[config.mk]
export PLATFORM = sky130hd
export DESIGN_NAME = set_match_tracker
export DESIGN_NICKNAME = d
export VERILOG_FILES = /design/src/rtl/scoreboard_pkg.sv /design/src/rtl/set_win_check.sv /design/src/rtl/set_match_tracker.sv
export SDC_FILE = /design/constraint.sdc
export NUM_CORES = 1
export LEC_CHECK = 0
export CORE_AREA = 10 10 110 112
export CTS_CLUSTER_DIAMETER = 80
export DETAILED_ROUTE_END_ITERATION = 8
export DIE_AREA = 0 0 120 122
export PLACE_DENSITY = 0.56
export SKIP_LAST_GASP = 1
export SLEW_MARGIN = 15
export SYNTH_ARGS = -nofsm -noshare
export SYNTH_HDL_FRONTEND = slang
export SYNTH_HIERARCHICAL = 1
export SYNTH_SLANG_ARGS = --single-unit
[constraint.sdc]
create_clock -name clk -period 6 [get_ports clk]
set_input_delay 1.2 -clock clk [delete_from_list [all_inputs] [get_ports clk]]
set_output_delay 1.2 -clock clk [all_outputs]
set_load 0.02 [all_outputs]
[src/rtl/scoreboard_pkg.sv]
// Shared encodings for the volleyball scorekeeper: FSM states, team indices
// and the common width used for targets and lead thresholds.
package scoreboard_pkg;

   typedef enum logic [1:0] {
      PLAY       = 2'd0,
      SET_END    = 2'd1,
      MATCH_OVER = 2'd2
   } state_e;

   localparam logic TEAM_A = 1'b0;
   localparam logic TEAM_B = 1'b1;

   // Targets and leads are carried at this width so any PTS_W below it compares cleanly.
   localparam int TGT_W = 16;

endpackage

[src/rtl/set_win_check.sv]
// Combinational set-closing test: a team wins the set when it has reached the
// target and leads by at least min_lead, with the lead taken as a signed difference.
module set_win_check
   import scoreboard_pkg::*;
#(
   parameter int PTS_W = 6
) (
   input  logic [PTS_W-1:0] pts_a,
   input  logic [PTS_W-1:0] pts_b,
   input  logic [TGT_W-1:0] target,
   input  logic [TGT_W-1:0] min_lead,
   output logic             win_a,
   output logic             win_b
);

   logic signed [PTS_W:0] lead_a_s;
   logic signed [PTS_W:0] lead_b_s;
   logic signed [TGT_W:0] lead_a_ext_s;
   logic signed [TGT_W:0] lead_b_ext_s;
   logic signed [TGT_W:0] min_lead_s;
   logic [TGT_W-1:0]      pts_a_ext_s;
   logic [TGT_W-1:0]      pts_b_ext_s;

   // One extra bit keeps a trailing team's lead negative instead of wrapping.
   assign lead_a_s     = $signed({1'b0, pts_a}) - $signed({1'b0, pts_b});
   assign lead_b_s     = $signed({1'b0, pts_b}) - $signed({1'b0, pts_a});
   assign lead_a_ext_s = $signed({{(TGT_W-PTS_W){lead_a_s[PTS_W]}}, lead_a_s});
   assign lead_b_ext_s = $signed({{(TGT_W-PTS_W){lead_b_s[PTS_W]}}, lead_b_s});
   assign min_lead_s   = $signed({1'b0, min_lead});
   assign pts_a_ext_s  = {{(TGT_W-PTS_W){1'b0}}, pts_a};
   assign pts_b_ext_s  = {{(TGT_W-PTS_W){1'b0}}, pts_b};

   assign win_a = (pts_a_ext_s >= target) && (lead_a_ext_s >= min_lead_s);
   assign win_b = (pts_b_ext_s >= target) && (lead_b_ext_s >= min_lead_s);

endmodule

[src/rtl/set_match_tracker.sv]
// Two-team volleyball match scorekeeper: rally points, win-by-lead set closing,
// set tally, latched match result and a single-level undo of the last point.
module set_match_tracker
   import scoreboard_pkg::*;
#(
   parameter int PTS_W          = 6,
   parameter int SET_W          = 2,
   parameter int SETS_TO_WIN    = 3,
   parameter int SET_TARGET     = 25,
   parameter int DECIDER_TARGET = 15,
   parameter int MIN_LEAD       = 2
) (
   input  logic             clk,
   input  logic             rst,
   input  logic             point_a,
   input  logic             point_b,
   input  logic             undo,
   input  logic             next_set,
   output logic [PTS_W-1:0] pts_a,
   output logic [PTS_W-1:0] pts_b,
   output logic [SET_W-1:0] sets_a,
   output logic [SET_W-1:0] sets_b,
   output logic             set_won_a,
   output logic             set_won_b,
   output logic             match_over,
   output logic             winner,
   output logic             conflict,
   output logic [1:0]       state
);

   localparam logic [PTS_W-1:0] PTS_MAX      = {PTS_W{1'b1}};
   localparam logic [SET_W:0]   DECIDER_SETS = (SET_W+1)'(2*SETS_TO_WIN-2);
   localparam logic [SET_W-1:0] SETS_WIN     = SET_W'(SETS_TO_WIN);
   localparam logic [TGT_W-1:0] SET_TGT      = TGT_W'(SET_TARGET);
   localparam logic [TGT_W-1:0] DEC_TGT      = TGT_W'(DECIDER_TARGET);
   localparam logic [TGT_W-1:0] LEAD_TGT     = TGT_W'(MIN_LEAD);

   state_e           state_q, state_d;
   logic [PTS_W-1:0] pts_a_q, pts_a_d, pts_b_q, pts_b_d;
   logic [SET_W-1:0] sets_a_q, sets_a_d, sets_b_q, sets_b_d;
   logic             set_won_a_q, set_won_a_d, set_won_b_q, set_won_b_d;
   logic             match_over_q, match_over_d, winner_q, winner_d;
   logic             conflict_q, conflict_d;
   logic             hist_valid_q, hist_valid_d, hist_team_q, hist_team_d;

   logic [PTS_W-1:0] pts_a_nx_s, pts_b_nx_s;
   logic             accept_s;
   logic [SET_W:0]   sets_sum_s;
   logic [TGT_W-1:0] target_s;
   logic             win_a_s, win_b_s;

   // Candidate counts if the pending single point is accepted (dropped at saturation).
   always_comb begin
      pts_a_nx_s = pts_a_q;
      pts_b_nx_s = pts_b_q;
      accept_s   = 1'b0;
      if (point_a && !point_b && (pts_a_q != PTS_MAX)) begin
         pts_a_nx_s = pts_a_q + PTS_W'(1);
         accept_s   = 1'b1;
      end else if (point_b && !point_a && (pts_b_q != PTS_MAX)) begin
         pts_b_nx_s = pts_b_q + PTS_W'(1);
         accept_s   = 1'b1;
      end else begin
         accept_s   = 1'b0;
      end
   end

   assign sets_sum_s = {1'b0, sets_a_q} + {1'b0, sets_b_q};
   assign target_s   = (sets_sum_s == DECIDER_SETS) ? DEC_TGT : SET_TGT;

   set_win_check #(.PTS_W(PTS_W)) u_win_check (
      .pts_a    (pts_a_nx_s),
      .pts_b    (pts_b_nx_s),
      .target   (target_s),
      .min_lead (LEAD_TGT),
      .win_a    (win_a_s),
      .win_b    (win_b_s)
   );

   // Next-state logic; undo outranks every other input in every state.
   always_comb begin
      state_d      = state_q;
      pts_a_d      = pts_a_q;
      pts_b_d      = pts_b_q;
      sets_a_d     = sets_a_q;
      sets_b_d     = sets_b_q;
      set_won_a_d  = 1'b0;
      set_won_b_d  = 1'b0;
      match_over_d = match_over_q;
      winner_d     = winner_q;
      conflict_d   = 1'b0;
      hist_valid_d = hist_valid_q;
      hist_team_d  = hist_team_q;
      if (undo) begin
         if (hist_valid_q) begin
            if (hist_team_q == TEAM_B) begin
               pts_b_d = pts_b_q - PTS_W'(1);
            end else begin
               pts_a_d = pts_a_q - PTS_W'(1);
            end
            if (state_q != PLAY) begin
               if (hist_team_q == TEAM_B) begin
                  sets_b_d = sets_b_q - SET_W'(1);
               end else begin
                  sets_a_d = sets_a_q - SET_W'(1);
               end
               state_d      = PLAY;
               match_over_d = 1'b0;
               winner_d     = 1'b0;
            end else begin
               state_d = state_q;
            end
            hist_valid_d = 1'b0;
         end else begin
            hist_valid_d = hist_valid_q;
         end
      end else begin
         case (state_q)
            PLAY: begin
               if (point_a && point_b) begin
                  conflict_d = 1'b1;
               end else if (point_a || point_b) begin
                  pts_a_d = pts_a_nx_s;
                  pts_b_d = pts_b_nx_s;
                  if (accept_s) begin
                     hist_valid_d = 1'b1;
                     hist_team_d  = point_b ? TEAM_B : TEAM_A;
                  end else begin
                     hist_valid_d = hist_valid_q;
                  end
                  if (point_a && win_a_s) begin
                     sets_a_d    = sets_a_q + SET_W'(1);
                     set_won_a_d = 1'b1;
                     if ((sets_a_q + SET_W'(1)) == SETS_WIN) begin
                        state_d      = MATCH_OVER;
                        match_over_d = 1'b1;
                        winner_d     = TEAM_A;
                     end else begin
                        state_d = SET_END;
                     end
                  end else if (point_b && win_b_s) begin
                     sets_b_d    = sets_b_q + SET_W'(1);
                     set_won_b_d = 1'b1;
                     if ((sets_b_q + SET_W'(1)) == SETS_WIN) begin
                        state_d      = MATCH_OVER;
                        match_over_d = 1'b1;
                        winner_d     = TEAM_B;
                     end else begin
                        state_d = SET_END;
                     end
                  end else begin
                     state_d = PLAY;
                  end
               end else begin
                  state_d = PLAY;
               end
            end
            SET_END: begin
               if (next_set) begin
                  pts_a_d      = '0;
                  pts_b_d      = '0;
                  hist_valid_d = 1'b0;
                  state_d      = PLAY;
               end else begin
                  state_d = SET_END;
               end
            end
            MATCH_OVER: begin
               state_d = MATCH_OVER;
            end
            default: begin
               state_d = PLAY;
            end
         endcase
      end
   end

   // State, counters, pulses and history registers.
   always_ff @(posedge clk or posedge rst) begin
      if (rst) begin
         state_q      <= PLAY;
         pts_a_q      <= '0;
         pts_b_q      <= '0;
         sets_a_q     <= '0;
         sets_b_q     <= '0;
         set_won_a_q  <= 1'b0;
         set_won_b_q  <= 1'b0;
         match_over_q <= 1'b0;
         winner_q     <= 1'b0;
         conflict_q   <= 1'b0;
         hist_valid_q <= 1'b0;
         hist_team_q  <= 1'b0;
      end else begin
         state_q      <= state_d;
         pts_a_q      <= pts_a_d;
         pts_b_q      <= pts_b_d;
         sets_a_q     <= sets_a_d;
         sets_b_q     <= sets_b_d;
         set_won_a_q  <= set_won_a_d;
         set_won_b_q  <= set_won_b_d;
         match_over_q <= match_over_d;
         winner_q     <= winner_d;
         conflict_q   <= conflict_d;
         hist_valid_q <= hist_valid_d;
         hist_team_q  <= hist_team_d;
      end
   end

   assign pts_a      = pts_a_q;
   assign pts_b      = pts_b_q;
   assign sets_a     = sets_a_q;
   assign sets_b     = sets_b_q;
   assign set_won_a  = set_won_a_q;
   assign set_won_b  = set_won_b_q;
   assign match_over = match_over_q;
   assign winner     = winner_q;
   assign conflict   = conflict_q;
   assign state      = state_q;

endmodule

==> results.yml, run 1 <==
outcome:
  status: "finished, final reports clean"
global_routing:
  grt_max_degree: 26
  overflow: 0
  antenna_found_initial: 0
  grt_pass1_wl_um: 15200
  grt_pass1_vias: 3220
  grt_usage: 0.123
sta:
  maxSlewViolCount: 0
  setup_ws_ns: 0.316
  finalCriticalPeriod_ns: 5.68
  hold-worst-slack_ns: 0.499
  setup_viol: 0
  hold_violations: 0
  period_share: 0.947
  tightest_slew_ns: 0.977
  skew_ns: 0.00452
  fin_setup_tns_ns: 0
  relSlewSlack: 0.348
  fmax_mhz: 176
hold_path:
  min_path_type: "register to register"
  min_to: "winner$_DFFE_PP0P_"
  hold_start: "winner$_DFFE_PP0P_"
  min_path_cells: 1
die:
  dieHeight_um: 122
  core_area_um2: 10000
  initial_utilization: 0.338
  die-area_um2: 14600
  num_io_pins: 29
  num_rows: 37
  dieWidth_um: 120
logic_synthesis:
  synth_xor_area_frac: 0.0413
  synth-seq-area-share: 0.184
  synth_area_per_cell_um2: 8.12
  synth_edf_count: 0
  yosys_warnings: 6
  synth.area.mux_share: 0.0122
  ys_types: 72
  postSynth.asyncResetShare: 1.00
  synth_top_family_by_area: "adder cells"
  syn_area_um2: 3390
  synthAdderAreaFrac: 0.254
  synth-main-ff-cell: "dfrtp_1"
  synthSimpleGateAreaFrac: 0.181
  netlist_instances: 418
  synth_compound_area_frac: 0.243
  ys_ff_latch: 25
final_layout:
  antenna_cells: 0
  final_cells: 634
  fill_cells: 1029
  area_growth_pct: 24.2
  nets: 572
  layout-drive-gt1-share: 0.114
setup_path:
  path_class: "input pin to register"
  endpoint_kind: "register"
  crit_family: "compound AO/OA/AOI/OAI gates"
  path_cells: "clkdlybuf4s50_1, nor2b_2, a21boi_2, xnor2_1, ha_1, inv_1, fa_1, a21o_1, a21oi_2, o21bai_2, a21oi_2, buf_12, ha_1, a21o_1, nand3_1, a21oi_1, a2111oi_1, buf_4, a2111oi_2, buf_4, and3_1, o21bai_1, xnor2_1"
  crit_fanout: 12
  critical_path_arrival_ns: 5.84
  cp_slowest_cell: "clkdlybuf4s50_1"
  cp.required_ns: 6.15
  path_buf_inv: 5
  timing.rr.start: "pts_a[0]$_DFFE_PP0P_"
  worst-r2r-cell-count: 23
  r2r_slack_ns: 0.88
  startpoint_type: "input pin"
  r2r_end: "sets_b[0]$_DFFE_PP0P_"
  crit_path_max_incr_delay_ns: 0.47
drt:
  drc: 0
  vias_per_cell: 5.03
  drt_iter0_markers: 230
  routed_wl_um: 8930
  wl_per_cell_um: 14.1
  vias: 3192
  drt_first_pass_iters: 4
  antenna_left: 0
clocking:
  tritoncts: "yes"
  cts_hold_buf: 0
  htreeDepth: 1
  clk_latency_ns: 0.27
  numCtsBuffers: 3
  clk_path_buf_depth: 2
  root_buffer: "clkbuf_8"
  clock-sinks: 25
  clk_pin_slew_ns: 0.09
job:
  drv_cap: 0
pwr:
  p_per_area_nw_per_um2: 512
  p_leak_nw: 1.97
  max-vdd-ir-drop_uv: 153
place:
  dpl.hpwl_um: 7440
  place_ws_ns: 0.00479
  dp_cells: 627
  routabilityCongestion: 0.828
  port_buffers: 28
[metal layers]
layer | share of wire | global-route usage | up-vias
met2 | 0.51 | 0.227 | 46
met4 | 0.0095 | 0.0302 | 0
li1 | - | - | 1637
met3 | 0.031 | 0.0157 | 9
met1 | 0.45 | 0.146 | 1500
met5 | 0 | 0 | -
[Yosys cell counts, types with 4 or more instances]
cell / instances / share of area
ha_1: 64 / 0.24
inv_1: 58 / 0.064
nor2_1: 28 / 0.031
dfrtp_1: 25 / 0.18
a21oi_1: 24 / 0.035
o21ai_0: 23 / 0.034
nand2_1: 17 / 0.019
nand3_1: 13 / 0.019
xnor2_1: 11 / 0.028
nand4_1: 10 / 0.018
a21o_1: 9 / 0.020
nor3_1: 9 / 0.013
clkbuf_1: 8 / 0.0088
nor2b_1: 6 / 0.011
o21a_1: 6 / 0.013
nand2b_1: 5 / 0.0092
o21bai_1: 5 / 0.011
xor2_1: 5 / 0.013
a31oi_1: 4 / 0.0074
o21ai_1: 4 / 0.0059
o31ai_1: 4 / 0.0088
[layout make-up]
cell class,count,area [um^2],area share
well taps,136,170,0.0404
flip-flops and latches,25,626,0.148
clock buffers,4,45.0,0.0107
repair buffers,61,541,0.128
multi-input cells,350,2620,0.621
inverters,58,218,0.0516
[cell usage in the layout, fill, tap and decap left out, types with 3 or more instances in the layout]
master           Yosys  routed
o31ai_1              4       4
dfrtp_1             25      25
ha_1                64      64
o22ai_1              3       3
o211ai_1             3       3
xnor2_1             11      11
nor3_1               9       8
buf_4                1      32
o21bai_1             5       5
nor4_1               3       3
clkdlybuf4s50_1      0      28
a21o_1               9       9
and3_1               3       3
a31oi_1              4       4
nor2b_1              6       5
mux2i_1              3       3
o21a_1               6       6
o21ai_0             23      23
clkbuf_8             0       3
nand4_1             10      10
inv_1               58      58
nand2_1             17      16
nand3_1             13      13
xor2_1               5       5
nor2_1              28      28
conb_1               2      30
a211oi_1             3       3
a22o_1               3       3
nand2b_1             5       5
o21ai_1              4       4
a21oi_1             24      24
fa_1                 3       3
[power by group]
group	internal (mW)	leakage [nW]	switching [mW]
logic	0.832	1.65	0.925
registers	0.205	0.301	0.0932
clock network	0.0476	0.0228	0.0560
[cells by family after synthesis]
kind of cell	Yosys count
AND/OR/NAND/NOR	114
adder cells (fa/ha/maj)	67
multiplexers	4
AO/OA/AOI/OAI	119
XOR/XNOR	16
other	2
buffers and inverters	71
flip-flops	25
[worst register-to-register path: stages, from the launching register on]
cell	delay, ns
dfrtp_1	0.49
ha_1	0.32
and4_2	0.26
a21boi_2	0.29
xnor2_1	0.25
ha_1	0.24
inv_1	0.06
fa_1	0.39
a21o_1	0.19
a21oi_2	0.19
o21bai_2	0.09
a21oi_2	0.20
buf_12	0.15
ha_1	0.25
a21o_1	0.18
nand3_1	0.08
a21oi_1	0.06
a2111oi_1	0.37
buf_4	0.18
a2111oi_2	0.05
buf_4	0.16
and3_1	0.16
o21bai_1	0.22
xnor2_1	0.18
[worst max-delay path by stage]
stage          slack (ns)  cells past startpoint                    end     from
3_5_place_dp        0.005                     23  sets_b[0]$_DFFE_PP0P_  point_a
6_report             0.32                     23  sets_b[0]$_DFFE_PP0P_  point_a
2_1_floorplan        0.68                     19  sets_b[0]$_DFFE_PP0P_  point_b
3_3_place_gp        -0.06                     23  sets_b[0]$_DFFE_PP0P_  point_a
4_1_cts              0.25                     23  sets_b[0]$_DFFE_PP0P_  point_a
5_1_grt             -0.02                     24   state[0]$_DFFE_PP0P_  point_a
[through the flow]
stage	util	instance area [um^2]	total power [mW]
detailed placement	0.411	4120	2.03
global placement	0.411	4120	1.97
floorplan	-	3500	1.43
global route	0.420	4220	2.42
CTS	0.415	4170	2.14
finish	0.420	4220	2.16
[repair_timing]
action,CTS,global route
gates resized for setup,0,6
buffers inserted,0,3
endpoints found under the setup margin,0,8
[sequential cells by signal, summed over array words and instances, names as in the netlist]
name,cells
winner,1
state,2
sets_b,2
pts_b,6
pts_a,6
sets_a,2
hist_valid_q,1
hist_team_q,1
match_over,1
set_won_b,1
set_won_a,1
conflict,1
Note: power is estimated with default switching activity, not from simulation.
==> run 2, diff against run 1 <==
--- a/config.mk
+++ b/config.mk
@@ -6,6 +6,7 @@
 export NUM_CORES = 1
 export LEC_CHECK = 0
 export CORE_AREA = 10 10 110 112
+export CTS_BUF_LIST = sky130_fd_sc_hd__clkbuf_4
 export CTS_CLUSTER_DIAMETER = 80
 export DETAILED_ROUTE_END_ITERATION = 8
 export DIE_AREA = 0 0 120 122
==> results.yml, run 2 (synthesized netlist as in run 1, its figures left out) <==
clocking:
  clk_path_buf_depth: 2
  clk_latency_ns: 0.32
  htreeDepth: 1
  clock-sinks: 25
  tritoncts: "yes"
  clk_pin_slew_ns: 0.15
  numCtsBuffers: 3
  cts_hold_buf: 0
  root_buffer: "clkbuf_4"
pwr:
  p_total_mw: 2.12
  p_per_area_nw_per_um2: 506
  max-vdd-ir-drop_uv: 152
  p_leak_nw: 1.97
setup_path:
  crit_fanout: 12
  path_class: "input pin to register"
  cp.required_ns: 6.21
  timing.rr.start: "pts_a[0]$_DFFE_PP0P_"
  endpoint_kind: "register"
  critical_path_arrival_ns: 5.90
  worst-r2r-cell-count: 23
  r2r_slack_ns: 0.82
  r2r_end: "sets_b[0]$_DFFE_PP0P_"
  startpoint_type: "input pin"
sta:
  hold_violations: 0
  maxSlewViolCount: 0
  period_share: 0.948
  relSlewSlack: 0.353
  fin_setup_tns_ns: 0
  setup_viol: 0
  tightest_slew_ns: 0.970
  skew_ns: 0.0126
  hold-worst-slack_ns: 0.509
  fmax_mhz: 176
  finalCriticalPeriod_ns: 5.69
hold_path:
  min_path_cells: 1
  hold_start: "winner$_DFFE_PP0P_"
  min_to: "winner$_DFFE_PP0P_"
  min_path_type: "register to register"
drt:
  routed_wl_um: 8870
  wl_per_cell_um: 14.0
  vias_per_cell: 5.02
  drc: 0
  antenna_left: 0
  drt_first_pass_iters: 4
  vias: 3184
  drt_iter0_markers: 235
final_layout:
  fill_cells: 1038
  fin_area_um2: 4180
  antenna_cells: 0
  nets: 572
  mostFrequentLayoutCell: "ha_1"
  layout-drive-gt1-share: 0.114
  final_cell_mix: "64 x ha_1, 58 x inv_1, 32 x buf_4, 30 x conb_1"
  final_cells: 634
  area_growth_pct: 23.3
global_routing:
  grt_pass1_wl_um: 15200
  grt_pass1_vias: 3223
  antenna_found_initial: 0
  grt_max_degree: 26
  grt_usage: 0.122
  overflow: 0
outcome:
  status: "finished, final reports clean"
die:
  initial_utilization: 0.338
  die-area_um2: 14600
  dieHeight_um: 122
  num_io_pins: 29
  core_area_um2: 10000
  num_rows: 37
  dieWidth_um: 120
job:
  drv_cap: 0
place:
  routabilityCongestion: 0.828
  dp_cells: 627
  dpl.hpwl_um: 7440
  placed_area_um2: 4120
  port_buffers: 28
[run 2: metrics by stage]
| step | utilization | worst slack (ns) |
|---|---|---|
| final | 0.416 | 0.313 |
| after global routing | 0.416 | -0.00819 |
| after CTS | 0.414 | 0.313 |
| after detailed placement | 0.411 | 0.00479 |
| after global placement | 0.411 | -0.0625 |
| after floorplan | - | 0.683 |
[run 2: what timing repair did]
item	in CTS	in global routing
resized for setup	0	3
setup buffers	0	3
endpoints found under the setup margin	0	6
[run 2: metal layers]
layer / track usage / share of wire / up-vias
li1: - / - / 1640
met1: 0.146 / 0.45 / 1491
met2: 0.226 / 0.51 / 47
met3: 0.0157 / 0.031 / 6
met4: 0.0279 / 0.0070 / 0
met5: 0 / 0 / -
[run 2: report_power, final]
group / switching, mW / internal, mW
clock network: 0.0516 / 0.0305
logic: 0.909 / 0.828
registers: 0.0937 / 0.204
[run 2: worst max path at each step]
stage	from	to	slack [ns]	cells after the start
2_1_floorplan	point_b	sets_b[0]$_DFFE_PP0P_	0.68	19
3_3_place_gp	point_a	sets_b[0]$_DFFE_PP0P_	-0.06	23
3_5_place_dp	point_a	sets_b[0]$_DFFE_PP0P_	0.005	23
4_1_cts	point_a	sets_b[0]$_DFFE_PP0P_	0.31	23
5_1_grt	point_a	sets_a[1]$_DFFE_PP0P_	-0.008	24
6_report	point_a	sets_b[0]$_DFFE_PP0P_	0.31	23
[run 2: layout make-up]
class,instances,area [um^2],share of cell area
tap,136,170,0.0407
clock buffer,4,30.0,0.00718
multi-input combinational,350,2600,0.621
timing repair buffer,61,541,0.129
sequential,25,626,0.150
inverter,58,218,0.0520
[run 2: critical path, cell delays in order]
cell and delay, ns:
clkdlybuf4s50_1 0.47, nor2b_2 0.19, a21boi_2 0.34, xnor2_1 0.25, ha_1 0.23, inv_1 0.05, fa_1 0.39, a21o_1 0.19
a21oi_2 0.19, o21bai_2 0.08, a21oi_2 0.19, buf_12 0.15, ha_1 0.24, a21o_1 0.18, nand3_1 0.08, a21oi_1 0.06
a2111oi_0 0.45, buf_4 0.20, a2111oi_2 0.05, buf_4 0.15, and3_1 0.15, o21bai_1 0.22, xnor2_1 0.18
==> run 3, diff against run 2 <==
--- a/config.mk
+++ b/config.mk
@@ -5,12 +5,14 @@
 export SDC_FILE = /design/constraint.sdc
 export NUM_CORES = 1
 export LEC_CHECK = 0
-export CORE_AREA = 10 10 110 112
+export CELL_PAD_IN_SITES_DETAIL_PLACEMENT = 0
+export CELL_PAD_IN_SITES_GLOBAL_PLACEMENT = 1
+export CORE_AREA = 10 10 118 120
 export CTS_BUF_LIST = sky130_fd_sc_hd__clkbuf_4
 export CTS_CLUSTER_DIAMETER = 80
 export DETAILED_ROUTE_END_ITERATION = 8
-export DIE_AREA = 0 0 120 122
-export PLACE_DENSITY = 0.56
+export DIE_AREA = 0 0 128 130
+export PLACE_DENSITY = 0.62
 export SKIP_LAST_GASP = 1
 export SLEW_MARGIN = 15
 export SYNTH_ARGS = -nofsm -noshare
==> results.yml, run 3 (synthesized netlist as in run 1, its figures left out) <==
outcome:
  status: "finished, final reports clean"
clocking:
  clk_pin_slew_ns: 0.15
  tritoncts: "yes"
  clk_latency_ns: 0.34
  clock-sinks: 25
  numCtsBuffers: 3
  cts_hold_buf: 0
  clk_path_buf_depth: 2
  root_buffer: "clkbuf_4"
  htreeDepth: 1
pwr:
  p_leak_nw: 1.99
  p_per_area_nw_per_um2: 504
  max-vdd-ir-drop_uv: 154
final_layout:
  final_cell_mix: "64 x ha_1, 58 x inv_1, 37 x buf_4, 30 x conb_1"
  mostFrequentLayoutCell: "ha_1"
  fin_area_um2: 4240
  layout-drive-gt1-share: 0.125
  nets: 577
  antenna_cells: 0
  fill_cells: 1272
  area_growth_pct: 25.0
sta:
  setup_viol: 0
  maxSlewViolCount: 0
  period_share: 0.942
  fmax_mhz: 177
  rsz0062_at_grt: "no"
  skew_ns: 0.00678
  fin_setup_tns_ns: 0
  hold_violations: 0
  relSlewSlack: 0.323
  finalCriticalPeriod_ns: 5.65
  tightest_slew_ns: 1.01
setup_path:
  path_cells: "clkdlybuf4s50_1, nor2b_1, buf_4, o21a_1, xnor2_1, inv_1, ha_1, inv_1, fa_1, a21o_1, a21oi_2, buf_4, xnor2_1, ha_1, nand4_1, nor4_2, a2111oi_2, buf_4, a2111oi_2, buf_4, and3_1, o21bai_1, o21ai_0"
  cp.required_ns: 6.24
  r2r_slack_ns: 0.89
  r2r_end: "sets_b[1]$_DFFE_PP0P_"
  startpoint_type: "input pin"
  crit_path_frequent_cell: "buf_4"
  timing.rr.start: "pts_a[0]$_DFFE_PP0P_"
  critical_path_arrival_ns: 5.89
  path_buf_inv: 7
  crit_fanout: 4
  crit_path_max_incr_delay_ns: 0.54
  path_class: "input pin to register"
  cp_slowest_cell: "clkdlybuf4s50_1"
  crit_family: "compound AO/OA/AOI/OAI gates"
  worst-r2r-cell-count: 23
  endpoint_kind: "register"
hold_path:
  hold_start: "winner$_DFFE_PP0P_"
  min_path_cells: 1
  min_to: "winner$_DFFE_PP0P_"
  min_path_type: "register to register"
global_routing:
  grt_usage: 0.115
  overflow: 0
  grt_pass1_wl_um: 15800
  antenna_found_initial: 0
  grt_pass1_vias: 3279
  grt_max_degree: 26
drt:
  vias: 3189
  wl_per_cell_um: 14.6
  routed_wl_um: 9470
  drc: 0
  antenna_left: 0
  drt_first_pass_iters: 5
  vias_per_cell: 4.91
  drt_iter0_markers: 183
place:
  placed_area_um2: 4190
  port_buffers: 28
  dpl.hpwl_um: 7790
  routabilityCongestion: 0.834
die:
  num_io_pins: 29
  initial_utilization: 0.290
  num_rows: 40
  dieHeight_um: 130
  die-area_um2: 16600
  core_area_um2: 11700
  dieWidth_um: 128
job:
  drv_cap: 0
run 3: cell types whose count changed in the layout (fill, tap and decap cells not counted), sizes merged:
cell    change
clkinv      +1
clkbuf      -1
buf         +5
run 3: repair_timing:
item / in CTS / in global routing
setup endpoints to repair: 0 / 5
gates resized for setup: 0 / 6
setup buffers: 0 / 1
run 3: how the worst max path moves through the flow:
stage	slack, ns	cells after the start	to	start
after CTS	0.15	26	sets_b[1]$_DFFE_PP0P_	point_b
after global placement	-0.19	26	sets_b[1]$_DFFE_PP0P_	point_b
after detailed placement	-0.21	26	sets_b[1]$_DFFE_PP0P_	point_b
final	0.35	23	sets_b[1]$_DFFE_PP0P_	point_b
after global routing	0.002	22	sets_b[0]$_DFFE_PP0P_	point_b
after floorplan	0.68	19	sets_b[0]$_DFFE_PP0P_	point_b
run 3: per-layer routing:
| metal | GRT usage | share of wire | up-vias |
|---|---|---|---|
| met5 | 0 | 0 | - |
| met1 | 0.137 | 0.46 | 1472 |
| met2 | 0.204 | 0.49 | 57 |
| met4 | 0.0391 | 0.021 | 0 |
| met3 | 0.0166 | 0.037 | 15 |
| li1 | - | - | 1645 |
run 3: area by class of cell:
| class | count | area [um^2] | area share |
|---|---|---|---|
| well taps | 147 | 184 | 0.0433 |
| repair buffers | 66 | 578 | 0.136 |
| clock inverters | 1 | 5.00 | 0.00118 |
| clock buffers | 3 | 22.5 | 0.00531 |
| flip-flops and latches | 25 | 626 | 0.147 |
| multi-input cells | 350 | 2610 | 0.615 |
| inverters | 58 | 218 | 0.0513 |
run 3: where the power goes:
| part | internal, mW | total [mW] | switching [mW] |
|---|---|---|---|
| combinational | 0.830 | 1.76 | 0.927 |
| clock | 0.0252 | 0.0826 | 0.0574 |
| sequential | 0.204 | 0.298 | 0.0940 |
| total | 1.06 | 2.14 | 1.08 |
run 3: stage by stage:
step	worst slack [ns]	power (mW)	utilization	hold slack, ns	instances
floorplan	0.683	1.43	-	0.567	446
global route	0.00220	2.41	0.362	0.550	650
global placement	-0.189	2.02	0.358	0.489	645
CTS	0.151	2.13	0.360	0.531	649
finish	0.348	2.14	0.362	0.522	650
detailed placement	-0.207	2.04	0.358	0.488	645
